File: src/rtl/de1_cl_lcd_timing.sv
// rtl/de1_cl_lcd_timing.sv - Raster timing, pixel request/output pipeline and PWM backlight for the 480x272 LCD
//
// Ports:
//   clk                  LCD pixel clock (9 MHz)
//   reset_n              async active-low reset (qualified by PLL lock upstream)
//   display_enable_in    1 = run raster, 0 = hold counters at 0 and drive idle pins
//   backlight_level      PWM duty in 1/256 steps
//   pixel_req/x/y        stage-0 request for one visible pixel
//   frame_start          one-cycle pulse with the request for pixel (0,0)
//   pixel_red/green/blue RGB for the previous cycle's request
//   lcd__*               panel pins: active-low syncs, DE, RGB, PWM backlight
//
// Pipeline: counters -> stage 0 (request, syncs) -> stage 1 (DE, syncs) -> pins.
// The RGB returned by the pixel source is registered with the pins, so sync,
// DE and RGB all leave the chip two cycles after the matching pixel_req.
module de1_cl_lcd_timing #(
  parameter int H_ACTIVE = 480,
  parameter int H_FRONT  = 2,
  parameter int H_SYNC   = 41,
  parameter int H_BACK   = 2,
  parameter int V_ACTIVE = 272,
  parameter int V_FRONT  = 2,
  parameter int V_SYNC   = 10,
  parameter int V_BACK   = 2
) (
  input  logic       clk,
  input  logic       reset_n,
  input  logic       display_enable_in,
  input  logic [7:0] backlight_level,
  output logic       pixel_req,
  output logic [9:0] pixel_x,
  output logic [9:0] pixel_y,
  output logic       frame_start,
  input  logic [5:0] pixel_red,
  input  logic [6:0] pixel_green,
  input  logic [5:0] pixel_blue,
  output logic       lcd__vsync_n,
  output logic       lcd__hsync_n,
  output logic       lcd__display_enable,
  output logic [5:0] lcd__red,
  output logic [6:0] lcd__green,
  output logic [5:0] lcd__blue,
  output logic       lcd__backlight
);

  localparam logic [9:0] H_ACT      = 10'(H_ACTIVE);
  localparam logic [9:0] H_SYNC_BEG = 10'(H_ACTIVE + H_FRONT);
  localparam logic [9:0] H_SYNC_END = 10'(H_ACTIVE + H_FRONT + H_SYNC);
  localparam logic [9:0] H_LAST     = 10'(H_ACTIVE + H_FRONT + H_SYNC + H_BACK - 1);
  localparam logic [9:0] V_ACT      = 10'(V_ACTIVE);
  localparam logic [9:0] V_SYNC_BEG = 10'(V_ACTIVE + V_FRONT);
  localparam logic [9:0] V_SYNC_END = 10'(V_ACTIVE + V_FRONT + V_SYNC);
  localparam logic [9:0] V_LAST     = 10'(V_ACTIVE + V_FRONT + V_SYNC + V_BACK - 1);

  logic [9:0] h_cnt;
  logic [9:0] v_cnt;
  logic       h_active;
  logic       v_active;
  logic       h_in_sync;
  logic       v_in_sync;

  logic       s0_hsync_n;
  logic       s0_vsync_n;
  logic       s1_de;
  logic       s1_hsync_n;
  logic       s1_vsync_n;

  logic [7:0] bl_cnt;
  logic [7:0] bl_duty;

  assign h_active  = h_cnt < H_ACT;
  assign v_active  = v_cnt < V_ACT;
  assign h_in_sync = (h_cnt >= H_SYNC_BEG) && (h_cnt < H_SYNC_END);
  assign v_in_sync = (v_cnt >= V_SYNC_BEG) && (v_cnt < V_SYNC_END);

  // Raster counters; disabling parks them at the origin so the next enabled
  // cycle is always pixel (0,0) of a fresh frame.
  always_ff @(posedge clk or negedge reset_n) begin
    if (!reset_n) begin
      h_cnt <= '0;
      v_cnt <= '0;
    end else if (!display_enable_in) begin
      h_cnt <= '0;
      v_cnt <= '0;
    end else if (h_cnt == H_LAST) begin
      h_cnt <= '0;
      v_cnt <= (v_cnt == V_LAST) ? 10'd0 : v_cnt + 10'd1;
    end else begin
      h_cnt <= h_cnt + 10'd1;
    end
  end

  // Stage 0: pixel request to the framebuffer plus the syncs for this position.
  // pixel_x/pixel_y keep the last requested coordinate during blanking.
  always_ff @(posedge clk or negedge reset_n) begin
    if (!reset_n) begin
      pixel_req   <= 1'b0;
      pixel_x     <= '0;
      pixel_y     <= '0;
      frame_start <= 1'b0;
      s0_hsync_n  <= 1'b1;
      s0_vsync_n  <= 1'b1;
    end else if (!display_enable_in) begin
      pixel_req   <= 1'b0;
      frame_start <= 1'b0;
      s0_hsync_n  <= 1'b1;
      s0_vsync_n  <= 1'b1;
    end else begin
      pixel_req   <= h_active && v_active;
      if (h_active && v_active) begin
        pixel_x <= h_cnt;
        pixel_y <= v_cnt;
      end
      frame_start <= (h_cnt == 10'd0) && (v_cnt == 10'd0);
      s0_hsync_n  <= !h_in_sync;
      s0_vsync_n  <= !v_in_sync;
    end
  end

  // Stage 1 and pins. Dropping enable flushes the whole pipeline so the panel
  // sees idle levels on the very next cycle; the abandoned frame is not drained.
  always_ff @(posedge clk or negedge reset_n) begin
    if (!reset_n) begin
      s1_de               <= 1'b0;
      s1_hsync_n          <= 1'b1;
      s1_vsync_n          <= 1'b1;
      lcd__display_enable <= 1'b0;
      lcd__hsync_n        <= 1'b1;
      lcd__vsync_n        <= 1'b1;
      lcd__red            <= '0;
      lcd__green          <= '0;
      lcd__blue           <= '0;
    end else if (!display_enable_in) begin
      s1_de               <= 1'b0;
      s1_hsync_n          <= 1'b1;
      s1_vsync_n          <= 1'b1;
      lcd__display_enable <= 1'b0;
      lcd__hsync_n        <= 1'b1;
      lcd__vsync_n        <= 1'b1;
      lcd__red            <= '0;
      lcd__green          <= '0;
      lcd__blue           <= '0;
    end else begin
      s1_de               <= pixel_req;
      s1_hsync_n          <= s0_hsync_n;
      s1_vsync_n          <= s0_vsync_n;
      lcd__display_enable <= s1_de;
      lcd__hsync_n        <= s1_hsync_n;
      lcd__vsync_n        <= s1_vsync_n;
      // Source data is only meaningful for requested pixels; blank otherwise.
      lcd__red            <= s1_de ? pixel_red   : 6'd0;
      lcd__green          <= s1_de ? pixel_green : 7'd0;
      lcd__blue           <= s1_de ? pixel_blue  : 6'd0;
    end
  end

  // Backlight PWM. The level is only taken at the end of a period, so a level
  // change never produces a runt pulse. Duty survives a disable.
  always_ff @(posedge clk or negedge reset_n) begin
    if (!reset_n) begin
      bl_cnt         <= '0;
      bl_duty        <= '0;
      lcd__backlight <= 1'b0;
    end else if (!display_enable_in) begin
      bl_cnt         <= '0;
      lcd__backlight <= 1'b0;
    end else begin
      bl_cnt         <= bl_cnt + 8'd1;
      if (bl_cnt == 8'hFF) begin
        bl_duty <= backlight_level;
      end
      lcd__backlight <= bl_cnt < bl_duty;
    end
  end

endmodule
File: config.mk
export PLATFORM = sky130hd
export DESIGN_NAME = de1_cl_lcd_timing
export DESIGN_NICKNAME = d
export VERILOG_FILES = /design/src/rtl/de1_cl_lcd_timing.sv
export SDC_FILE = /design/constraint.sdc
export NUM_CORES = 1
export LEC_CHECK = 0
export CORE_ASPECT_RATIO = 1.75
export CORE_MARGIN = 2
export CORE_UTILIZATION = 53
export CTS_BUF_LIST = sky130_fd_sc_hd__clkbuf_8
export DETAILED_ROUTE_END_ITERATION = 16
export GPL_TIMING_DRIVEN = 0
export HOLD_SLACK_MARGIN = 0.08
export MAX_ROUTING_LAYER = met4
export PLACE_DENSITY = 0.82
export SLEW_MARGIN = 30
export SYNTH_ARGS = -nofsm -noshare
export SYNTH_HDL_FRONTEND = slang
export SYNTH_SLANG_ARGS = --single-unit
File: constraint.sdc
create_clock -name clk -period 2.9 [get_ports clk]
set_input_delay 0.58 -clock clk [delete_from_list [all_inputs] [get_ports clk]]
set_output_delay 0.58 -clock clk [all_outputs]
set_load 0.1 [all_outputs]
## Word-level counts from Yosys, hierarchy flattened

Cells that the tools add are included.

| storage, ports and cells | value |
|---|---|
| register bits after elaboration | 86 |
| input port bits | 30 |
| output and inout bits | 45 |
| word-level logic and storage cells | 67 |

| operators by class | value |
|---|---|
| $add $sub $neg | 3 |
| $lt $le $gt $ge | 7 |
| equality and inequality tests | 4 |
| mux-type cells | 23 |
| reduce and logical (&&, ||, !) cells | 10 |

Operator list:

| kind | count |
|---|---|
| $mux 10 | 5 |
| $lt 10x9->1 const B | 3 |
| $mux 6 | 4 |
| $add 10x1->10 const B | 2 |
| $ge 10x9->1 const B | 2 |
| $logic_not 10->1 | 2 |
| $mux 7 | 2 |
| $mux 1 | 11 |
| $eq 10x10->1 const B | 1 |
| $eq 10x9->1 const B | 1 |
| $lt 10x10->1 const B | 1 |
| $add 8x1->8 const B | 1 |
| $eq 8x8->1 const B | 1 |
| $lt 8x8->1 | 1 |
| $mux 8 | 1 |
| $logic_and 1x1->1 | 4 |
| $reduce_and 2->1 | 2 |
| $logic_not 1->1 | 2 |
| $ne 2x1->1 const B | 1 |

## Logic depth before layout (Yosys ltp)

Gate-level depths: netlist of run 1.

| logic depth | value |
|---|---|
| depth after elaboration | 4 |
| mapped depth | 7 |
| gate-level depth less buffers | 7 |

## Worst setup path before layout of run 1

OpenSTA, ideal clock, no wires.

| timing | value |
|---|---|
| path kind | reg2reg |
| from | register h_cnt[4] |
| to | register v_cnt[5] |
| arrival time | 1.958 ns |
| data required time | 2.781 ns |
| setup slack | 0.823 ns |
| cell stages (with the launch flop) | 7 |
| buffers on the path | 1 |
| clock period less this slack | 2.077 ns |
| cells stage by stage | dfrtp_1 buf_6 or4_4 o31ai_4 or4b_1 xor2_1 nor2_2 |

| between the ends | value |
|---|---|
| longest elaborated chain between the ends | 2 |

RTL lines:

| element | line | text |
|---|---|---|
| from (decl) | 55 | `logic [9:0] h_cnt;` |
| from (signal assigned) | 89 | `h_cnt <= h_cnt + 10'd1;` |
| $eq 10x10->1 | 85 | `end else if (h_cnt == H_LAST) begin` |
| $ne 2x1->1 (no source line) | -- |  |
| to (signal assigned) | 87 | `v_cnt <= (v_cnt == V_LAST) ? 10'd0 : v_cnt + 10'd1;` |
| to (decl) | 56 | `logic [9:0] v_cnt;` |

No other way between the ends.
A chain may end at the register's enable or synchronous reset.

## Worst setup path in the final report of run 1

| timing | value |
|---|---|
| from | register lcd__hsync_n |
| to | output lcd__hsync_n |

RTL lines:

| element | line | text |
|---|---|---|
| from (decl) | 38 | `output logic lcd__hsync_n,` |
| from (signal assigned) | 148 | `lcd__hsync_n <= s1_hsync_n;` |

No word-level cell between the ends.

==> run_results.csv, run 1 <==
group,metric,value,unit
timing,max_freq,0.382,GHz
critical_path,r2r_start,"h_cnt[7]",
critical_path,reg2reg_depth,5,
layout,drive_gt1_share,10.2,%
logic_synthesis,yosysUniqueCellTypes,36,
detailed_routing,via_per_inst,5.40,
critical_path,path_class,"register to output pin",
detailed_routing,num_vias,2673,
critical_path,cp-end-kind,"output pin",
layout,nNetsFinal,449,
layout,fin_area,4770,um2
place,place_congestion,0.859,
logic_synthesis,yosys-top-cells-area,"dfrtp_1 55%, ha_1 4.5%, dfstp_2 4.3%",
logic_synthesis,synth_common_cells,"80 x dfrtp_1, 26 x nand2_1, 21 x and3_1, 20 x nor2_1, 19 x o21ai_0",
timing,worstMarginPinSlew,1.00,ns
logic_synthesis,ys_async_sr_fraction,100,%
power_and_ir_drop,p_per_area,530,nW/um2
power_and_ir_drop,leakagePower,2.24,nW
critical_path,crit_family,"buffers and inverters",
detailed_routing,drc,0,
layout,fin_util,70.6,%
global_routing,grt_use_total,23.5,%
critical_path,cp_num_cells,1,
global_routing,grt_pass1_vias,2759,
logic_synthesis,synthesis.area,3650,um2
logic_synthesis,synthSimpleGateAreaFrac,18.9,%
critical_path,required,2.32,ns
logic_synthesis,yosysSeqAreaShare,59.1,%
global_routing,grt_overflow_total,0,
critical_path,timing.rr.end,"v_cnt[5]",
detailed_routing,ant_nets,0,
die,core_area,6760,um2
die,num_rows,40,
critical_path,max_stage_delay,1.14,ns
timing,fin_setup_tns,0,ns
clocking,clock-sinks,86,
critical_path,critical_path.max_fanout,1,
clocking,cts_tree,"yes",
clocking,htreeDepth,3,
clocking,cts-resized-gates,0,
power_and_ir_drop,power,2.53,mW
critical_path,rrSetupSlack,0.62,ns
detailed_routing,routed_wl,7.82,mm
logic_synthesis,synth_compound_area_share,5.45,%
place,post-dp-hpwl,5.59,mm
die,io_pins,75,
critical_path,slowest_stage,"clkdlybuf4s50_1",
critical_path,crit_arrival,2.03,ns
timing,hold-worst-slack,0.0990,ns
hold_path,hp-class,"primary input to asynchronous set/reset pin",
run,cap_violations,0,
timing,skew,0.0103,ns
timing,period_needed,2.61,ns
power_and_ir_drop,peakVddDrop,0.000347,V
logic_synthesis,yosysWarnings,0,
run_status,status,"completed",
clocking,hold_buffers,0,
logic_synthesis,synth_top_area_share,54.8,%
logic_synthesis,synth.most_common_cell,"dfrtp_1",
critical_path,start_kind,"register",
detailed_routing,drt_iter0_drc,163,
global_routing,grt_max_degree,52,
critical_path,cp.buffers_inverters,1,
global_routing,antenna_found_initial,0,
logic_synthesis,synth_mux_area_share,4.32,%
clocking,cts-buffers-inserted,9,
clocking,cts_setup_buffers,0,
logic_synthesis,synth_area_leader_cell,"dfrtp_1",
timing,hold_violations,0,
critical_path,cp_cell_sequence,"clkdlybuf4s50_1",
logic_synthesis,synth.ff_latch_count,86,
timing,slew_headroom,33.1,%
place,io_buffers,74,
layout,n_antenna_cell,0,
clocking,clk_latency,0.37,ns
logic_synthesis,synth-xor-area-share,4.56,%
timing,rsz0062_at_grt,"no",
die,die_x,66.8,um
timing,final-setup-viol-count,0,
timing,drv_slew,0,
place,placed_cell_area,4530,um2
global_routing,grt_pass1_wl,13.1,mm
logic_synthesis,synth_adder_area_share,4.45,%
die,dieArea,7600,um2
detailed_routing,drtPass1Iterations,5,
layout,area_delta_synth_final,30.7,%
clocking,clockBufferDepth,2,
die,die_height,114,um
logic_synthesis,synth_edf_count,0,
logic_synthesis,synth_top_family_by_area,"simple AND/OR/NAND/NOR gates",
logic_synthesis,syn_nets,363,
detailed_routing,wl_per_cell,15.8,um
logic_synthesis,syn_avg_cell_area,11.4,um2
logic_synthesis,synth_cells,320,
logic_synthesis,synth_ff_type,"dfrtp_1",
clocking,cts-root-buf,"clkbuf_8",
die,start_util,54.1,%
timing,finalCritPeriodShare,90.2,%
clocking,clk_pin_slew,0.08,ns
-- routing by layer --
metal | up-vias | global-route usage (%) | share of wire (%)
met5 | - | - | 0
met4 | 0 | 10.7 | 1.9
met3 | 16 | 5.03 | 4.8
met2 | 89 | 39.4 | 55
met1 | 1309 | 26.4 | 39
li1 | 1259 | - | -
-- cells in the final DEF, fill, tap and decap left out, types with 11 or more instances in the layout --
cell	instances
dfrtp_1	80
ha_1	13
inv_1	14
nand3_1	11
o21ai_0	19
nor2_1	20
mux2_2	14
nand2_1	26
clkdlybuf4s50_1	73
and2_1	11
clkbuf_1	14
and3_1	21
-- registers in the layout, indices dropped and copies added (netlist names), 6 cells and up --
| signal | flops |
|---|---|
| lcd__blue | 6 |
| lcd__green | 7 |
| bl_cnt | 8 |
| bl_duty | 8 |
| v_cnt | 10 |
| lcd__red | 6 |
| h_cnt | 10 |
| pixel_x | 10 |
| pixel_y | 10 |
-- how the worst max path moves through the flow --
| stage | slack, ns | start | end |
|---|---|---|---|
| floorplan | 0.82 | h_cnt[4] | v_cnt[5] |
| global placement | -1.63 | reset_n | pixel_y[3] |
| detailed placement | 0.16 | display_enable_in | pixel_x[7] |
| CTS | 0.26 | lcd__hsync_n | lcd__hsync_n |
| global route | 0.24 | lcd__hsync_n | lcd__hsync_n |
| finish | 0.29 | lcd__hsync_n | lcd__hsync_n |
-- cell type report --
| type | count | area, um2 |
|---|---|---|
| Inverter | 14 | 52.6 |
| Fill cell | 499 | 1980 |
| Clock inverter | 6 | 109 |
| Clock buffer | 10 | 138 |
| Sequential cell | 86 | 2160 |
| Multi-Input combinational cell | 205 | 1380 |
| Buffer | 15 | 63.8 |
| Tap cell | 84 | 105 |
| Timing Repair Buffer | 75 | 769 |
-- cell families after synthesis --
kind of cell,Yosys count
adder cells (fa/ha/maj),13
XOR/XNOR,19
AND/OR/NAND/NOR,128
multiplexers,14
AO/OA/AOI/OAI,31
flip-flops,86
buffers and inverters,29
-- worst reg2reg max path: cells and delay by family (launching register included) --
family	cells	cell delay [ns]
and+or+nand+nor	3	1.13
DFF	1	0.46
AOI/OAI and AO/OA	1	0.39
xor gates and xnor gates	1	0.19
-- power breakdown --
group / total, mW / internal [mW] / leakage (nW) / switching, mW
clock: 1.03 / 0.594 / 0.126 / 0.432
combinational: 0.271 / 0.0875 / 0.985 / 0.183
sequential: 1.23 / 1.22 / 1.13 / 0.0137
-- per-stage QoR --
stage,instances,setup WS (ns)
floorplan,320,0.823
global placement,478,-1.63
detailed placement,479,0.156
CTS,495,0.264
global route,495,0.244
finish,495,0.286
Note: power is estimated with default switching activity, not from simulation.
==> run 2: changes to the inputs <==
--- a/config.mk
+++ b/config.mk
@@ -6,7 +6,7 @@
 export NUM_CORES = 1
 export LEC_CHECK = 0
 export CORE_ASPECT_RATIO = 1.75
-export CORE_MARGIN = 2
+export CORE_MARGIN = 10
 export CORE_UTILIZATION = 53
 export CTS_BUF_LIST = sky130_fd_sc_hd__clkbuf_8
 export DETAILED_ROUTE_END_ITERATION = 16
@@ -14,6 +14,7 @@
 export HOLD_SLACK_MARGIN = 0.08
 export MAX_ROUTING_LAYER = met4
 export PLACE_DENSITY = 0.82
+export REMOVE_ABC_BUFFERS = 1
 export SLEW_MARGIN = 30
 export SYNTH_ARGS = -nofsm -noshare
 export SYNTH_HDL_FRONTEND = slang
==> run_results.csv, run 2 (synthesis results as in run 1) <==
group,metric,value,unit
run_status,status,"completed",
clocking,clock-sinks,86,
detailed_routing,via_per_inst,5.32,
place,place_congestion,0.868,
clocking,hold_buffers,1,
global_routing,antenna_found_initial,0,
detailed_routing,drtPass1Iterations,4,
critical_path,cp-end-kind,"output pin",
global_routing,grt_pass1_vias,2793,
hold_path,holdPathEnd,"s1_vsync_n",
layout,final_common_cell,"dfrtp_1",
critical_path,max_stage_delay,1.12,ns
critical_path,start_kind,"register",
die,die_x,82.8,um
run,cap_violations,0,
die,dieArea,10700,um2
detailed_routing,ant_nets,0,
power_and_ir_drop,p_per_area,499,nW/um2
clocking,cts_tree,"yes",
clocking,clk_pin_slew,0.08,ns
critical_path,critical_path.max_fanout,1,
critical_path,crit_start,"lcd__hsync_n",
die,num_rows,40,
critical_path,timing.rr.end,"v_cnt[5]",
layout,drive_gt1_share,11.3,%
detailed_routing,drc,0,
power_and_ir_drop,leakagePower,2.21,nW
detailed_routing,dr_wl_met3,390,um
timing,rsz0062_at_grt,"no",
layout,fin_area,4690,um2
place,placed_cell_area,4480,um2
clocking,cts-buffers-inserted,9,
timing,finalCritPeriodShare,89.1,%
global_routing,grt_overflow_total,0,
layout,area_delta_synth_final,28.4,%
detailed_routing,drt_iter0_drc,176,
global_routing,grt_max_degree,63,
detailed_routing,top_layer,"met4",
critical_path,rrSetupSlack,0.39,ns
critical_path,cp_num_cells,1,
critical_path,cp_cell_sequence,"clkdlybuf4s50_1",
layout,final_cell_mix,"80 x dfrtp_1, 72 x clkdlybuf4s50_1, 26 x nand2_1",
layout,n_antenna_cell,0,
place,io_buffers,74,
critical_path,reg2reg_depth,5,
clocking,clockBufferDepth,2,
critical_path,r2r_start,"h_cnt[7]",
die,start_util,53.7,%
timing,drv_slew,0,
hold_path,hold_depth,1,
clocking,cts-root-buf,"clkbuf_8",
critical_path,path_class,"register to output pin",
timing,skew,0.00594,ns
timing,final-setup-viol-count,0,
critical_path,slowest_stage,"clkdlybuf4s50_1",
clocking,clk_latency,0.36,ns
timing,period_needed,2.58,ns
critical_path,crit_family,"buffers and inverters",
detailed_routing,wl_per_cell,16.0,um
detailed_routing,wl_met2,4.19,mm
detailed_routing,num_vias,2575,
critical_path,crit_arrival,2.00,ns
timing,worstMarginPinSlew,1.00,ns
clocking,htreeDepth,3,
detailed_routing,routed_wl,7.75,mm
hold_path,hp-start,"s0_vsync_n",
clocking,cts-resized-gates,0,
timing,slew_headroom,32.9,%
layout,nNetsFinal,438,
die,core_area,6810,um2
hold_path,hp-class,"register to register",
die,io_pins,75,
global_routing,grt_use_total,16.1,%
global_routing,grt_pass1_wl,13.1,mm
place,post-dp-hpwl,5.65,mm
layout,nFillCells,543,
timing,fin_setup_tns,0,ns
die,die_height,130,um
critical_path,required,2.32,ns
critical_path,cp.buffers_inverters,1,
detailed_routing,met1_length,2.95,mm
power_and_ir_drop,peakVddDrop,0.000429,V
clocking,cts_setup_buffers,0,
power_and_ir_drop,power,2.34,mW
timing,hold_violations,0,
timing,max_freq,0.387,GHz
## run 2: how the worst max path moves through the flow
| stage | end | slack, ns |
|---|---|---|
| 6_report | lcd__hsync_n | 0.32 |
| 5_1_grt | lcd__vsync_n | 0.27 |
| 4_1_cts | lcd__hsync_n | 0.29 |
| 3_5_place_dp | v_cnt[5] | 0.39 |
| 3_3_place_gp | pixel_x[5] | -1.66 |
| 2_1_floorplan | v_cnt[5] | 0.65 |
## run 2: area by class of cell
| type | instances | area, um2 | share of cell area, % |
|---|---|---|---|
| well taps | 84 | 105 | 2.24 |
| multi-input cells | 205 | 1380 | 29.4 |
| inverters | 14 | 52.6 | 1.12 |
| flip-flops and latches | 86 | 2160 | 46.0 |
| clock inverters | 5 | 48.8 | 1.04 |
| clock buffers | 11 | 151 | 3.23 |
| repair buffers | 79 | 792 | 16.9 |
## run 2: power by group
part	internal [mW]	switching [mW]	total, mW
combinational	0.0865	0.177	0.263
clock	0.438	0.404	0.842
sequential	1.22	0.0179	1.24
total	1.74	0.599	2.34
## run 2: metrics by stage
| step | worst slack (ns) | cells | util (%) | hold slack, ns |
|---|---|---|---|---|
| floorplan | 0.649 | 305 | - | 0.284 |
| global placement | -1.66 | 463 | 65.1 | 0.464 |
| detailed placement | 0.394 | 467 | 65.8 | 0.456 |
| CTS | 0.291 | 484 | 68.9 | 0.486 |
| global route | 0.269 | 484 | 68.9 | 0.493 |
| finish | 0.316 | 484 | 68.9 | 0.479 |
## run 2: layer usage
layer / vias up / track usage, %
met1: 1251 / 17.0
li1: 1239 / -
met3: 21 / 3.31
met5: - / -
met2: 64 / 27.1
met4: 0 / 8.80
